==> config.mk <==
export PLATFORM = sky130hd
export DESIGN_NAME = spi_rx_16
export DESIGN_NICKNAME = d
export VERILOG_FILES = /design/src/rtl/ofdm_spi_pkg.sv /design/src/rtl/spi_rx_sync.sv /design/src/rtl/spi_rx_16.sv
export SDC_FILE = /design/constraint.sdc
export NUM_CORES = 1
export LEC_CHECK = 0
export BUFFER_PORTS_ARGS = -buffer_cell sky130_fd_sc_hd__buf_4
export CAP_MARGIN = 25
export CORE_ASPECT_RATIO = 1.5
export CORE_UTILIZATION = 55
export CTS_BUF_LIST = sky130_fd_sc_hd__clkbuf_4 sky130_fd_sc_hd__clkbuf_8
export DETAILED_ROUTE_END_ITERATION = 12
export PLACE_DENSITY_LB_ADDON = 0.05
export SLEW_MARGIN = 10
export SYNTH_ARGS = -nofsm -noshare
export SYNTH_HDL_FRONTEND = slang
export SYNTH_SLANG_ARGS = --single-unit
export TNS_END_PERCENT = 5
==> constraint.sdc <==
create_clock -name sclk -period 3.25 [get_ports sclk]
set_input_delay 0.65 -clock sclk [delete_from_list [all_inputs] [get_ports sclk]]
set_output_delay 0.65 -clock sclk [all_outputs]
set_load 0.02 [all_outputs]
==> src/rtl/ofdm_spi_pkg.sv <==
// rtl/ofdm_spi_pkg.sv - shared constants, FSM encoding and helpers for the SPI loopback receiver
package ofdm_spi_pkg;

  localparam int SPI_DATA_W = 16;

  localparam logic [1:0] SPI_RX_IDLE  = 2'd0;
  localparam logic [1:0] SPI_RX_SHIFT = 2'd1;
  localparam logic [1:0] SPI_RX_TAIL  = 2'd2;

  function automatic int spi_cnt_w(input int data_w);
    return $clog2(data_w + 1);
  endfunction

endpackage

==> src/rtl/spi_rx_sync.sv <==
// rtl/spi_rx_sync.sv - 2-flop input synchroniser with a configurable reset value
module spi_rx_sync #(
  parameter logic RST_VAL = 1'b0
) (
  input  logic sclk,
  input  logic reset_n,
  input  logic d_i,
  output logic q_o
);

  logic [1:0] ff_q;

  always_ff @(posedge sclk or negedge reset_n) begin
    if (!reset_n) begin
      ff_q <= {2{RST_VAL}};
    end else begin
      ff_q <= {ff_q[0], d_i};
    end
  end

  assign q_o = ff_q[1];

endmodule

==> src/rtl/spi_rx_16.sv <==
// rtl/spi_rx_16.sv - SPI frame deserialiser with valid/ready output and frame/overrun flags
// Optional macro SPI_RX_SYNC_EN adds 2-flop synchronisers on cs_n and mosi.
module spi_rx_16
  import ofdm_spi_pkg::*;
#(
  parameter int DATA_W    = SPI_DATA_W,
  parameter bit MSB_FIRST = 1'b1
) (
  input  logic              sclk,
  input  logic              reset_n,
  input  logic              mosi,
  input  logic              cs_n,
  output logic [DATA_W-1:0] data_out,
  output logic              data_valid,
  input  logic              data_ready,
  output logic              frame_err,
  output logic              overrun
);

  localparam int CW = spi_cnt_w(DATA_W);

  logic cs_n_s;
  logic mosi_s;

`ifdef SPI_RX_SYNC_EN
  spi_rx_sync #(.RST_VAL(1'b1)) u_cs_sync (
    .sclk    (sclk),
    .reset_n (reset_n),
    .d_i     (cs_n),
    .q_o     (cs_n_s)
  );
  spi_rx_sync #(.RST_VAL(1'b0)) u_mosi_sync (
    .sclk    (sclk),
    .reset_n (reset_n),
    .d_i     (mosi),
    .q_o     (mosi_s)
  );
`else
  assign cs_n_s = cs_n;
  assign mosi_s = mosi;
`endif

  logic [1:0]        state_q, state_d;
  logic [CW-1:0]     cnt_q, cnt_d;
  logic [DATA_W-1:0] sh_q, sh_d;
  logic              long_q, long_d;
  logic [DATA_W-1:0] dout_q, dout_d;
  logic              valid_q, valid_d;
  logic              ferr_q, ferr_d;
  logic              ovr_q, ovr_d;
  logic              commit;

  function automatic logic [DATA_W-1:0] shift_in(input logic [DATA_W-1:0] cur, input logic b);
    if (MSB_FIRST) begin
      return {cur[DATA_W-2:0], b};
    end else begin
      return {b, cur[DATA_W-1:1]};
    end
  endfunction

  always_comb begin
    state_d = state_q;
    cnt_d   = cnt_q;
    sh_d    = sh_q;
    long_d  = long_q;
    ferr_d  = 1'b0;
    commit  = 1'b0;
    case (state_q)
      SPI_RX_IDLE: begin
        if (!cs_n_s) begin
          sh_d    = shift_in('0, mosi_s);
          cnt_d   = CW'(1);
          state_d = SPI_RX_SHIFT;
        end
      end
      SPI_RX_SHIFT: begin
        if (cs_n_s) begin
          ferr_d  = 1'b1;
          sh_d    = '0;
          cnt_d   = '0;
          state_d = SPI_RX_IDLE;
        end else begin
          sh_d = shift_in(sh_q, mosi_s);
          if (cnt_q == CW'(DATA_W - 1)) begin
            commit  = 1'b1;
            cnt_d   = '0;
            long_d  = 1'b0;
            state_d = SPI_RX_TAIL;
          end else begin
            cnt_d = cnt_q + CW'(1);
          end
        end
      end
      SPI_RX_TAIL: begin
        if (cs_n_s) begin
          long_d  = 1'b0;
          state_d = SPI_RX_IDLE;
        end else if (!long_q) begin
          // only the first surplus bit of a long frame is flagged
          ferr_d = 1'b1;
          long_d = 1'b1;
        end
      end
      default: begin
        state_d = SPI_RX_IDLE;
        cnt_d   = '0;
        sh_d    = '0;
        long_d  = 1'b0;
      end
    endcase
  end

  always_comb begin
    dout_d  = dout_q;
    valid_d = valid_q;
    ovr_d   = 1'b0;
    if (commit) begin
      if (!valid_q || data_ready) begin
        dout_d  = sh_d;
        valid_d = 1'b1;
      end else begin
        ovr_d = 1'b1;
      end
    end else if (valid_q && data_ready) begin
      valid_d = 1'b0;
    end
  end

  always_ff @(posedge sclk or negedge reset_n) begin
    if (!reset_n) begin
      state_q <= SPI_RX_IDLE;
      cnt_q   <= '0;
      sh_q    <= '0;
      long_q  <= 1'b0;
      dout_q  <= '0;
      valid_q <= 1'b0;
      ferr_q  <= 1'b0;
      ovr_q   <= 1'b0;
    end else begin
      state_q <= state_d;
      cnt_q   <= cnt_d;
      sh_q    <= sh_d;
      long_q  <= long_d;
      dout_q  <= dout_d;
      valid_q <= valid_d;
      ferr_q  <= ferr_d;
      ovr_q   <= ovr_d;
    end
  end

  assign data_out   = dout_q;
  assign data_valid = valid_q;
  assign frame_err  = ferr_q;
  assign overrun    = ovr_q;

endmodule

After elaboration in Yosys (flattened, before gate mapping) --
Index checks and enable logic that the tools add are counted. W data, S select, Z words.
Word-level totals: output and inout port bits 19, flip-flop bits (word level) 43, bits in writable memories 0, word-level logic and storage cells 58, bits in latches 0, bits in read-only memories 0, memories kept 0
Cells by class: equal/unequal tests 9, multipliers 0, magnitude comparators 0, multiplexer cells 28, shift-type cells 0, $add $sub $neg 1, bitwise logic cells 2, reduce and logical (&&, ||, !) cells 10, div/mod/pow operators 0
Operators by type and width (count):
- $pmux W16 S3 | 1
- $mux W16 | 2
- $mux W5 | 3
- $pmux W5 S3 | 1
- $mux W1 | 14
- $mux W2 | 4
- $ne A2 B2 Y1 const B | 4
- $pmux W2 S3 | 1
- $reduce_and A2 Y1 | 3
- $reduce_and A3 Y1 | 2
- $add A5 B1 Y5 const B | 1
- $eq A5 B4 Y1 const B | 1
- $ne A3 B3 Y1 const B | 1
- $pmux W1 S3 | 1
- $eq A2 B1 Y1 const B | 1
- $eq A2 B2 Y1 const B | 1
- $logic_not A2 Y1 | 1
- $ne A2 B1 Y1 const B | 1
- $not A1 Y1 | 2
- $pmux W1 S2 | 1
- $reduce_bool A2 Y1 | 1
- $logic_and A1 B1 Y1 | 1
- $logic_not A1 Y1 | 1
- $logic_or A1 B1 Y1 | 1

Depth between registers and ports, before layout --
depth in word-level cells 6, gate-level depth with buffers 8

Worst setup path before layout --
Ideal clock, no wire load.
kind flip-flop to flip-flop, start register state_q[1], end register dout_q[10] (netlist: data_out[10]), path buffers 3, period minus slack after synthesis 2.002 ns, slack 1.248 ns, arrival time 1.875 ns, setup time 0.128 ns, cell stages (with the launch flop) 9, cell sequence dfrtp_1 > inv_1 > ha_1 > buf_6 > nand2b_4 > or4b_4 > buf_6 > buf_8 > mux2_1
Between the ends: longest elaborated chain between the ends 3
Ends and longest elaborated chain:
- from (decl) | line spi_rx_16.sv:43 | logic [1:0] state_q, state_d;
- from (signal assigned) | line spi_rx_16.sv:140 | state_q <= state_d;
- $eq A2 B1 Y1 | line spi_rx_16.sv:68 | case (state_q)
- $mux W1 | line spi_rx_16.sv:68
- $reduce_and A2 Y1 (no source line)
- to (signal assigned) | line spi_rx_16.sv:144 | dout_q <= dout_d;
- to (decl) | line spi_rx_16.sv:47 | logic [DATA_W-1:0] dout_q, dout_d;
Parallel ways exist; a longest one is shown, timed or not. A chain may end at the register's enable or synchronous reset.

Worst setup path in the final report --
start register state_q[1], end register dout_q[14] (netlist: data_out[14])
The elaborated chain is that of the path after synthesis.

==> metrics.md <==
| Metric | Value |
|---|---|
| IO Pins | 24 |
| Worst rel slew slack | a little under half |
| Post-DR vias/cell | 5.68 |
| Final Power | 1160 uW |
| R2R Setup Slk | approximately 0.96 ns |
| Initial antenna violation count | 0 |
| Syn Inst Count | 156 |
| Worst Path Required | 3.42 ns |
| CTS Sinks | 43 |
| Util after Layout | roughly 64% |
| Most area-consuming cells after synthesis | dfrtp_1 (55%), nand2b_1 (4.8%), o22ai_1 (4.2%) |
| Die area | 3770 sq um |
| Run status | completed |
| RSZ-0062 raised after global routing | no |
| Max_cap viols | 0 |
| Max Slew Vio Count | 0 |
| Initial Utilization | a little under three fifths |
| Crit Path Max Fanout | 20 |
| All-layer global routing usage | 20.9% |
| Global route overflow | 0 |
| Warnings, synthesis | 0 |
| FILL cells | around 280 |
| Post-CTS Setup Inserts | 0 |
| Detailed Routing Iterations Pass 1 | 4 |
| Worst Tran Pin Value | 0.784 ns |
| IO Port Bufs | 23 |
| Worst setup margin | 0.958 ns |
| Clock Tree Buf Depth | 2 |
| #FFs+latches synth | 43 |
| Worst VDD drop | 0.389 mV |
| Worst r2r path cells | 5 |
| Clk Latency, worst-skew pair | 0.29 ns |
| Worst setup SP type | flip-flop |
| Post-DRT Antenna Nets | 0 |
| Post-synth top area cell | dfrtp_1 |
| Core region area | roughly 3400 sq um |
| Synth top area share | 55.5% |
| CP Capture Type | flip-flop |
| CP Class | flip-flop to flip-flop |
| Final wirelength | 3.40 mm |
| Share of layout cells above drive strength 1 | 27.3% |
| Die Wd | 50.5 um |
| Syn Nets | between 150 and 200 |
| Row Count | 26 |
| Ys flop type | dfrtp_1 |
| Final Instance Area | 2180 sq um |
| Pin count of the biggest net entering global routing | 44 |
| Final Wtd Congestion | ~0.76 |
| Leak Pwr | 0.00107 uW |
| Per-cell routed wire length | 15.6 um |
| Reg2reg start | state_q[1] |
| Ys async rst share | 100% |
| CTS tree | yes |
| P&R area growth vs syn | 12.5% |
| Number of global-route vias before repair | 1,214 |
| Placed standard-cell area | 2090 sq um |
| Top-count cell post-synth | dfrtp_1 |
| Final #Nets | 185 |
| CTS buffer count | 5 |
| First-pass GRT wire length | 5.77 mm |
| Critical Path AT | roughly 2.5 ns |
| Post-CTS Hold Buffers | 0 |
| # DRC | 0 |
| Post-synth EDFFs | 0 |
| Root buffer cell | clkbuf_8 |
| Iter 0 DRT Violations | 28 |
| Post-Route Skew | between 0.0015 and 0.002 ns |
| Fmax | 0.436 GHz |
| Synth cell count leaders | dfrtp_1 (43), nand2b_1 (15), o22ai_1 (13), mux2_2 (7), inv_1 (6) |
| DP HPWL | 2.35 mm |
| Final hold vios | 0 |
| Clock Pin Slew Worst Setup and Hold Paths | about 0.08 ns |
| Total negative slack | 0 ns |
| Die H | 74.7 um |
| Post-layout minimum cycle time | 2.29 ns |
| FF-to-FF End | data_out[14] |
| Register area share after synthesis | 55.5% |
| Post-cts sizing count | 0 |
| Power Density | 530 nW/um^2 |
| Syn avg cell area | approximately 12 sq um |
| H-tree levels | 2 |
| Crit share post-route | 70.5% |
| Setup WS pre-CTS | 0.955 ns |
| Diode count | 0 |
| HP Class | input port to async pin |
| Distinct cells, synth | 40 |
| Vias | 1,239 |
| Synth Cell Area | 1940 sq um |
| Final setup violation count | 0 |
[through the flow]
stage | cells | hold WS [ns]
global route | 218 | 0.368
detailed placement | 210 | 0.487
global placement | 210 | 0.476
CTS | 218 | 0.349
finish | 218 | 0.328
floorplan | 156 | 0.354
[layout make-up]
class	count	area, sq um	share of cell area (%)
well taps	42	52.6	2.41
flip-flops and latches	43	1080	49.3
multi-input cells	96	769	35.3
clock buffers	6	76.3	3.50
inverters	6	22.5	1.03
clock inverters	2	12.5	0.573
repair buffers	23	173	7.91
[worst max-delay path by stage]
stage | cells after the start | startpoint | endpoint
floorplan | 8 | state_q[1] | data_out[10]
global placement | 4 | cs_n | data_out[14]
detailed placement | 5 | state_q[1] | data_out[7]
CTS | 5 | state_q[1] | data_out[14]
global route | 5 | state_q[1] | data_out[14]
finish | 5 | state_q[1] | data_out[14]
[cell families (layout without fill, tap and decap cells)]
logic type | count (synthesis) | count (layout) | share of synthesized area [%]
flops | 43 | 43 | 55.5
simple gates | 40 | 40 | 13.5
compound gates | 33 | 33 | 11.5
mux | 18 | 18 | 11.4
buf+inv | 17 | 37 | 4.84
fa+ha+maj | 5 | 5 | 3.23
[metal layers]
layer  global-route usage [%]  wire length, um  part of all wire [%]  vias to the layer above
li1                         -                -                     -                      599
met2                     32.4             1740                    51                       23
met1                     27.3             1520                    45                      613
met5                        0                0                     0                        -
met3                     6.67              110                   3.2                        4
met4                     8.33               23                  0.68                        0
[worst max-delay path: stages, from the launching register on]
cell and delay [ns]:
dfrtp_1 0.43, inv_1 0.09, ha_1 0.35, nand2b_4 0.20, or4b_4 0.72, mux2_1 0.37
[sequential cells by signal, summed over array words and instances, names as in the netlist]
name	cells
cnt_q	5
data_out	16
long_q	1
frame_err	1
state_q	2
sh_q	16
data_valid	1
overrun	1
[cells in the final DEF, fill, tap and decap left out, types with 3 or more instances in the layout]
master | Yosys | final
o22ai_1 | 13 | 13
mux2_1 | 5 | 5
dfrtp_1 | 43 | 43
ha_1 | 5 | 5
a21oi_1 | 4 | 4
nand2b_1 | 15 | 15
mux2_4 | 5 | 5
nor2b_1 | 3 | 3
nand2_1 | 5 | 5
nand3_1 | 3 | 3
buf_4 | 0 | 23
clkbuf_8 | 0 | 5
o21ai_0 | 5 | 5
inv_1 | 6 | 6
mux2_2 | 7 | 7
[power by group]
part           switching, uW  internal (uW)  leakage [uW]  total [uW]
logic                    144           86.4      0.000428         231
clock network            172            158     0.0000446         331
registers               27.1            568      0.000594         595
Power figures use the tool's default switching activity.
